$ cat config.mk
export PLATFORM = sky130hd
export DESIGN_NAME = fetch_refill_ctrl
export DESIGN_NICKNAME = d
export VERILOG_FILES = /design/src/rtl/fetch_refill_ctrl.sv
export SDC_FILE = /design/constraint.sdc
export NUM_CORES = 1
export LEC_CHECK = 0
export BUFFER_PORTS_ARGS = -buffer_cell sky130_fd_sc_hd__buf_2
export CORE_ASPECT_RATIO = 1.1
export CORE_MARGIN = 8
export CORE_UTILIZATION = 49
export DETAILED_ROUTE_END_ITERATION = 7
export GPL_ROUTABILITY_DRIVEN = 0
export PLACE_DENSITY = 0.8
export SLEW_MARGIN = 20
export SYNTH_ARGS = -nofsm -noshare
export SYNTH_HDL_FRONTEND = slang
export SYNTH_SLANG_ARGS = --single-unit
$ cat constraint.sdc
create_clock -name clk -period 3.2 [get_ports clk]
set_input_delay 0.8 -clock clk [delete_from_list [all_inputs] [get_ports clk]]
set_output_delay 0.8 -clock clk [all_outputs]
set_load 0.005 [all_outputs]
$ cat src/rtl/fetch_refill_ctrl.sv
// Instruction-fetch miss/refill controller: turns I-cache misses into 16-beat line
// reads, writes returned beats into the cache and keeps the snoop table in step.
module fetch_refill_ctrl #(
    parameter int MAX_OUTSTANDING = 4
) (
    input  logic        clk,
    input  logic        reset,
    input  logic        miss_valid,
    input  logic [31:0] miss_addr,
    output logic        miss_ready,
    output logic        miss_merged,
    output logic        snoop_wea,
    output logic [31:0] snoop_addra,
    output logic        snoop_web,
    output logic [31:0] snoop_q_addr,
    input  logic        snoop_q_hit,
    output logic        mem_arvalid,
    input  logic        mem_arready,
    output logic [31:0] mem_araddr,
    input  logic        mem_rvalid,
    output logic        mem_rready,
    input  logic [31:0] mem_rdata,
    input  logic        mem_rlast,
    output logic        refill_wen,
    output logic [31:0] refill_addr,
    output logic [31:0] refill_data,
    output logic        refill_done,
    output logic        refill_err
);

    localparam int               PTR_W     = (MAX_OUTSTANDING > 1) ? $clog2(MAX_OUTSTANDING) : 1;
    localparam logic [PTR_W-1:0] PTR_LAST  = PTR_W'(MAX_OUTSTANDING - 1);
    localparam logic [2:0]       OUTST_MAX = 3'(MAX_OUTSTANDING);

    typedef enum logic {
        AR_IDLE,
        AR_BUSY
    } ar_state_t;

    ar_state_t        ar_state_reg, ar_state_next;
    logic [31:0]      araddr_reg;
    logic [2:0]       outst_reg, outst_next;
    logic [3:0]       beat_reg;
    logic             err_reg;
    logic [PTR_W-1:0] wr_ptr_reg, rd_ptr_reg;
    logic [25:0]      tag_mem [MAX_OUTSTANDING];
    logic [25:0]      tag_head;

    logic acc, issue, merge, beat_fire, line_end, ar_busy;

    function automatic logic [PTR_W-1:0] ptr_inc(input logic [PTR_W-1:0] p);
        return (p == PTR_LAST) ? '0 : p + 1'b1;
    endfunction

    // Accept / merge / issue decode; a full controller refuses even mergeable misses.
    assign ar_busy      = (ar_state_reg == AR_BUSY);
    assign miss_ready   = ~ar_busy & (outst_reg < OUTST_MAX);
    assign acc          = miss_valid & miss_ready;
    assign merge        = acc & snoop_q_hit;
    assign issue        = acc & ~snoop_q_hit;
    assign miss_merged  = merge;
    assign snoop_wea    = issue;
    assign snoop_addra  = {miss_addr[31:6], 6'b0};
    assign snoop_q_addr = miss_addr;

    always_comb begin
        ar_state_next = ar_state_reg;
        case (ar_state_reg)
            AR_IDLE: if (issue)       ar_state_next = AR_BUSY;
            AR_BUSY: if (mem_arready) ar_state_next = AR_IDLE;
            default:                  ar_state_next = AR_IDLE;
        endcase
    end

    always_ff @(posedge clk) begin
        if (reset) begin
            ar_state_reg <= AR_IDLE;
        end else begin
            ar_state_reg <= ar_state_next;
        end
    end

    // Address is only loaded from idle, so it stays stable while arvalid is high.
    always_ff @(posedge clk) begin
        if (issue) begin
            araddr_reg <= {miss_addr[31:6], 6'b0};
        end
    end

    assign mem_arvalid = ar_busy;
    assign mem_araddr  = araddr_reg;

    // R stage: line end is decided by the beat count alone, never by rlast.
    assign mem_rready  = (outst_reg != 3'd0);
    assign beat_fire   = mem_rvalid & mem_rready;
    assign line_end    = beat_fire & (beat_reg == 4'd15);
    assign tag_head    = tag_mem[rd_ptr_reg];
    assign refill_wen  = beat_fire;
    assign refill_addr = {tag_head, beat_reg, 2'b00};
    assign refill_data = mem_rdata;
    assign refill_done = line_end;
    assign snoop_web   = line_end;
    assign refill_err  = err_reg;

    always_comb begin
        outst_next = outst_reg;
        case ({issue, line_end})
            2'b10:   outst_next = outst_reg + 3'd1;
            2'b01:   outst_next = outst_reg - 3'd1;
            default: outst_next = outst_reg;
        endcase
    end

    always_ff @(posedge clk) begin
        if (reset) begin
            outst_reg  <= 3'd0;
            beat_reg   <= 4'd0;
            err_reg    <= 1'b0;
            wr_ptr_reg <= '0;
            rd_ptr_reg <= '0;
        end else begin
            outst_reg <= outst_next;
            if (beat_fire) begin
                beat_reg <= beat_reg + 4'd1;
                if (mem_rlast != (beat_reg == 4'd15)) begin
                    err_reg <= 1'b1;
                end
            end
            if (issue) begin
                wr_ptr_reg <= ptr_inc(wr_ptr_reg);
            end
            if (line_end) begin
                rd_ptr_reg <= ptr_inc(rd_ptr_reg);
            end
        end
    end

    // Tag FIFO storage; a push and pop in the same cycle touch different slots.
    generate
        for (genvar gi = 0; gi < MAX_OUTSTANDING; gi++) begin : g_tag
            always_ff @(posedge clk) begin
                if (issue && (wr_ptr_reg == PTR_W'(gi))) begin
                    tag_mem[gi] <= miss_addr[31:6];
                end
            end
        end
    endgenerate

endmodule
Word level (Yosys, flattened, before mapping):

Memory sizes are Yosys's and may differ from the RTL's. A register that Yosys moved wholly into a read port is not among the register bits.
Cells that the tools add are included.

* word-level logic and storage cells: 66
* bits of input ports: 71
* memories: 1
* output and inout bits: 169
* bits in writable memories: 104
* register bits after elaboration: 39

Memory list
* tag_mem: words 4, bits a word 26, rd ports 1, clocked after memory_dff 1, write ports 1, RTL line 46 `logic [25:0] tag_mem [MAX_OUTSTANDING];`

* $lt $le $gt $ge: 1
* bitwise gates (word level): 8
* mux-type cells: 25
* $add $sub $neg: 5
* equality and inequality tests: 8
* reductions and logical operators: 11

Operator list (number)
* $mux W26: 3
* $reduce_or A26 Y1: 3
* $mux W2: 7
* $mux W1: 13
* $eq A2 B2 Y1 const B: 4
* $and A1 B1 Y1: 6
* $pmux W3 S2: 1
* $add A2 B1 Y2 const B: 2
* $add A4 B1 Y4 const B: 1
* $eq A2 B1 Y1 const B: 2
* $eq A4 B4 Y1 const B: 1
* $logic_and A1 B1 Y1: 4
* $add A3 B1 Y3 const B: 1
* $lt A3 B3 Y1 const B: 1
* $reduce_bool A3 Y1: 1
* $sub A3 B1 Y3 const B: 1
* $logic_not A2 Y1: 1
* $not A1 Y1: 2
* $pmux W1 S2: 1
* $reduce_and A2 Y1: 1
* $reduce_bool A2 Y1: 1
* $ne A1 B1 Y1: 1

Logic depth before layout (Yosys ltp):

* depth after elaboration: 11
* gate-level depth with buffers: 9
* mapped depth without buffers: 9

Least setup slack after synthesis:

Ideal clock, no wire load.

* path type: input to register
* start point: input port snoop_q_hit
* end point: memory tag_mem[0][0] (enable)
* cell stages on the path: 3
* data required time: 2827 ps
* data arrival time: 2292 ps
* setup time: 373 ps
* path buffers: 0
* slack: 535 ps
* path through: nand3b_1 -> clkinv_1 -> and2_1

* cells in the longest elaborated chain, start to end: 9
* elaborated cells on any way between the ends: 23
* those cells by class: mux (14); bitwise (2); reduce/logical (7)

RTL lines
* from (decl): RTL line 16 `input logic snoop_q_hit,`
* $not A1 Y1 (*): RTL line 60 `assign issue = acc & ~snoop_q_hit;`
* $and A1 B1 Y1 (*): RTL line 60
* via snoop_wea: RTL line 12 `output logic snoop_wea,`
* $logic_and A1 B1 Y1: RTL line 142 `if (issue && (wr_ptr_reg == PTR_W'(gi))) begin`
* $mux W1: RTL line 142
* $mux W1 (not written as such): RTL line 143 `tag_mem[gi] <= miss_addr[31:6];`
* $reduce_or A26 Y1 (no line)
* $mux W2 (no line) or $mux W1 (tied branches) (3 in a row)
* to (decl): RTL line 46

The timed path passes the listed nets; every way through them passes the cells marked *.

Final worst setup path:

* start point: register outst_reg[2]
* end point: output port snoop_wea

* cells in the longest elaborated chain, start to end: 4

RTL lines
* from (decl): RTL line 42 `logic [2:0] outst_reg, outst_next;`
* from (signal assigned): RTL line 122 `outst_reg <= outst_next;`
* $lt A3 B3 Y1: RTL line 57 `assign miss_ready = ~ar_busy & (outst_reg < OUTST_MAX);`
* $and A1 B1 Y1: RTL line 57
* $and A1 B1 Y1: RTL line 58 `assign acc = miss_valid & miss_ready;`
* $and A1 B1 Y1: RTL line 60
* to (decl): RTL line 12

No other way between the ends.

==> run_results.csv <==
group,metric,value,unit
cts,cts_tree,"built",
cells_and_area,drive_gt1_share,49.8,%
cells_and_area,final_area,0.00687,mm²
floorplanning,die_h,133,µm
pwr,p_total,4.19,mW
yosys,ys_top_cells_by_count,"130 x edfxtp_1, 108 x buf_4, 26 x mux4_2, 15 x dfxtp_1, 10 x nor2_1",
critical_path,crit_arrival,1.95,ns
global_route,grt_max_degree,27,
yosys,synth_edf_count,130,
drt,top_layer_used,"met4",
timing,finalSetupTns,0,ns
cts,cts_buffers,17,
yosys,ys_ff_latch,145,
critical_path,regToRegSetupSlack,0.94,ns
pwr,leakage,2.57,nW
critical_path,endpoint,"snoop_wea",
min_path,min_path_type,"reg -> reg",
yosys,synth_area_leaders,"edfxtp_1 64%, buf_4 13%, mux4_2 9.7%, dfxtp_1 5.0%, ha_1 1.4%",
drt,dr_wl_met2,5570,µm
place,port_buffers,149,
yosys,yosysMostFrequentCell,"edfxtp_1",
critical_path,required,2.40,ns
timing,fin_ws,0.449,ns
cts,h-tree-depth,4,
global_route,antenna_found_initial,0,
cts,clock_latency,0.40,ns
drt,initialDrtViolationCount,172,
critical_path,worstReg2RegStart,"beat_reg[0]$_SDFFE_PP0P_",
cts,clock_sinks,145,
critical_path,rr_endpoint,"outst_reg[2]$_SDFFE_PP0P_",
floorplanning,rows,42,
min_path,hp-start,"refill_err$_SDFFE_PP0P_",
critical_path,path_class,"reg -> out",
floorplanning,start_util,50.4,%
timing,slew_viol_final,0,
yosys,ys.flop_type,"edfxtp_1",
cells_and_area,fillers,910,
drt,m1WireLength,4280,µm
pwr,pwr-share-clk,44.3,%
timing,max_slew_margin,60.1,%
cells_and_area,final_cells,592,
drt,vias,2992,
yosys,async_reset_ff_share,0,%
pwr,p_int,3.34,mW
timing,final.min_clock_period,2.75,ns
status,status,"finished, final reports clean",
drt,drc_errors,0,
run,cap_violations,0,
critical_path,cp_slowest_stage_delay,0.50,ns
pwr,powerDensity,610,mW/mm²
yosys,syn_area_per_cell,17.4,µm²
place,place_area,0.00630,mm²
floorplanning,dieArea,0.0162,mm²
drt,vias_per_cell,5.05,
cells_and_area,largest_register_ffs,104,
timing,finalHoldViolations,0,
cts,cts_resized,0,
floorplanning,core_area,0.0120,mm²
cts,path_clk_slew,0.06,ns
pwr,p_switching,0.850,mW
timing,fmax,364,MHz
timing,tightest_slew,0.594,ns
critical_path,ff2ff_path_depth,9,
cells_and_area,antenna_cells,0,
pwr,ir_drop,0.462,mV
timing,grt_setup_unrepaired,"no",
cts,cts_hold_buffers,0,
pwr,p_comb_share,4.9,%
yosys,yosysTopAreaCell,"edfxtp_1",
timing,finalCritPeriodShare,86.0,%
pwr,sw_frac_of_total,20.3,%
pwr,seqPwrFrac,50.8,%
cells_and_area,fin_nets,505,
drt,first_pass_iters,4,
cts,clockBufferDepth,2,
drt,drt-total-wl,11400,µm
timing,finalSetupViolCount,0,
floorplanning,ios,240,
place,dp_hpwl,7630,µm
floorplanning,die_w,122,µm
global_route,grt_overflow_total,0,
critical_path,critPathSlowestCell,"clkinv_1",
critical_path,crit_chain,"nor2_1, nand3b_1, clkinv_1, buf_2",
global_route,grt_pass1_vias,3163,
critical_path,crit_start,"outst_reg[2]$_SDFFE_PP0P_",
timing,skew,0.00901,ns
critical_path,crit_path_start_kind,"flip-flop",
critical_path,cp_max_fo,15,
cells_and_area,area.growth.synth_to_final,13.3,%
place,dpl.cell_count,561,
cts,root_buffer,"clkbuf_16",
cts,post-cts-setup-buffer-count,0,
yosys,synth_top_cell_area_share,64.4,%
yosys,synthCells,348,
yosys,netlist_area,0.00606,mm²
yosys,synth_cell_types,29,
yosys,ys_warn_count,0,
global_route,grt_usage,14.0,%
drt,wl_per_cell,19.2,µm
drt,ant_nets,0,
place,place_ws,0.487,ns
critical_path,end_kind,"primary output",
drt,wl_met3,1210,µm
global_route,grt_pass1_wl,17100,µm
yosys,seq_area_frac_synth,69.4,%
worst max-delay path, delay by kind of cell, from the launching register on:
kind / cells / cell delay, ns
flops: 1 / 0.45
buf+inv: 2 / 0.83
simple gates: 2 / 0.26
power groups by stage:
stage / clock network, mW / logic (mW) / registers (mW)
after floorplan: 0 / 0.166 / 2.17
after global placement: 0 / 0.203 / 2.17
after detailed placement: 0 / 0.209 / 2.17
after CTS: 1.89 / 0.210 / 2.13
after global routing: 1.95 / 0.228 / 2.13
final: 1.86 / 0.203 / 2.13
layout make-up:
cell class	count	area, µm²	area share [%]
Sequential cell	145	4210	61.2
Multi-Input combinational cell	97	1050	15.3
Timing Repair Buffer	158	826	12.0
Clock buffer	17	425	6.20
Tap cell	154	193	2.81
Clock inverter	14	143	2.08
Inverter	7	26.3	0.383
worst min path at each step:
stage	end	slack, ns	cells past startpoint
after CTS	refill_err$_SDFFE_PP0P_	0.47	2
after global placement	refill_err$_SDFFE_PP0P_	0.45	2
after floorplan	refill_err$_SDFFE_PP0P_	0.46	2
after detailed placement	refill_err$_SDFFE_PP0P_	0.45	2
after global routing	refill_err$_SDFFE_PP0P_	0.49	2
final	refill_err$_SDFFE_PP0P_	0.46	2
cells by family after synthesis:
| kind of cell | Yosys count | share of synthesized area, % |
|---|---|---|
| XOR/XNOR | 5 | 0.723 |
| other | 1 | 0.0619 |
| adder cells (fa/ha/maj) | 8 | 1.78 |
| flip-flops | 145 | 69.4 |
| buffers and inverters | 119 | 14.1 |
| AND/OR/NAND/NOR | 28 | 2.42 |
| multiplexers | 28 | 9.99 |
| AO/OA/AOI/OAI | 14 | 1.53 |
cells in the final DEF (no fill, tap or decap), types with 4 or more instances in the layout:
master / instances
clkinvlp_4: 5
conb_1: 14
nor2_1: 10
a21oi_1: 7
and2_1: 4
ha_1: 7
buf_4: 8
edfxtp_1: 130
buf_2: 149
o21ai_0: 4
dfxtp_1: 14
clkbuf_16: 17
mux4_2: 26
inv_1: 6
per-layer routing:
layer / up-vias / track usage, %
met3: 39 / 4.77
met4: 0 / 7.48
li1: 1332 / -
met5: - / 0
met1: 1465 / 15.6
met2: 156 / 22.9
metrics by stage:
| step | utilization (%) | hold slack [ns] |
|---|---|---|
| after floorplan | - | 0.456 |
| after global placement | 52.3 | 0.455 |
| after detailed placement | 52.3 | 0.453 |
| after CTS | 57.1 | 0.470 |
| after global routing | 57.1 | 0.488 |
| final | 57.1 | 0.460 |
Power figures use the tool's default switching activity.
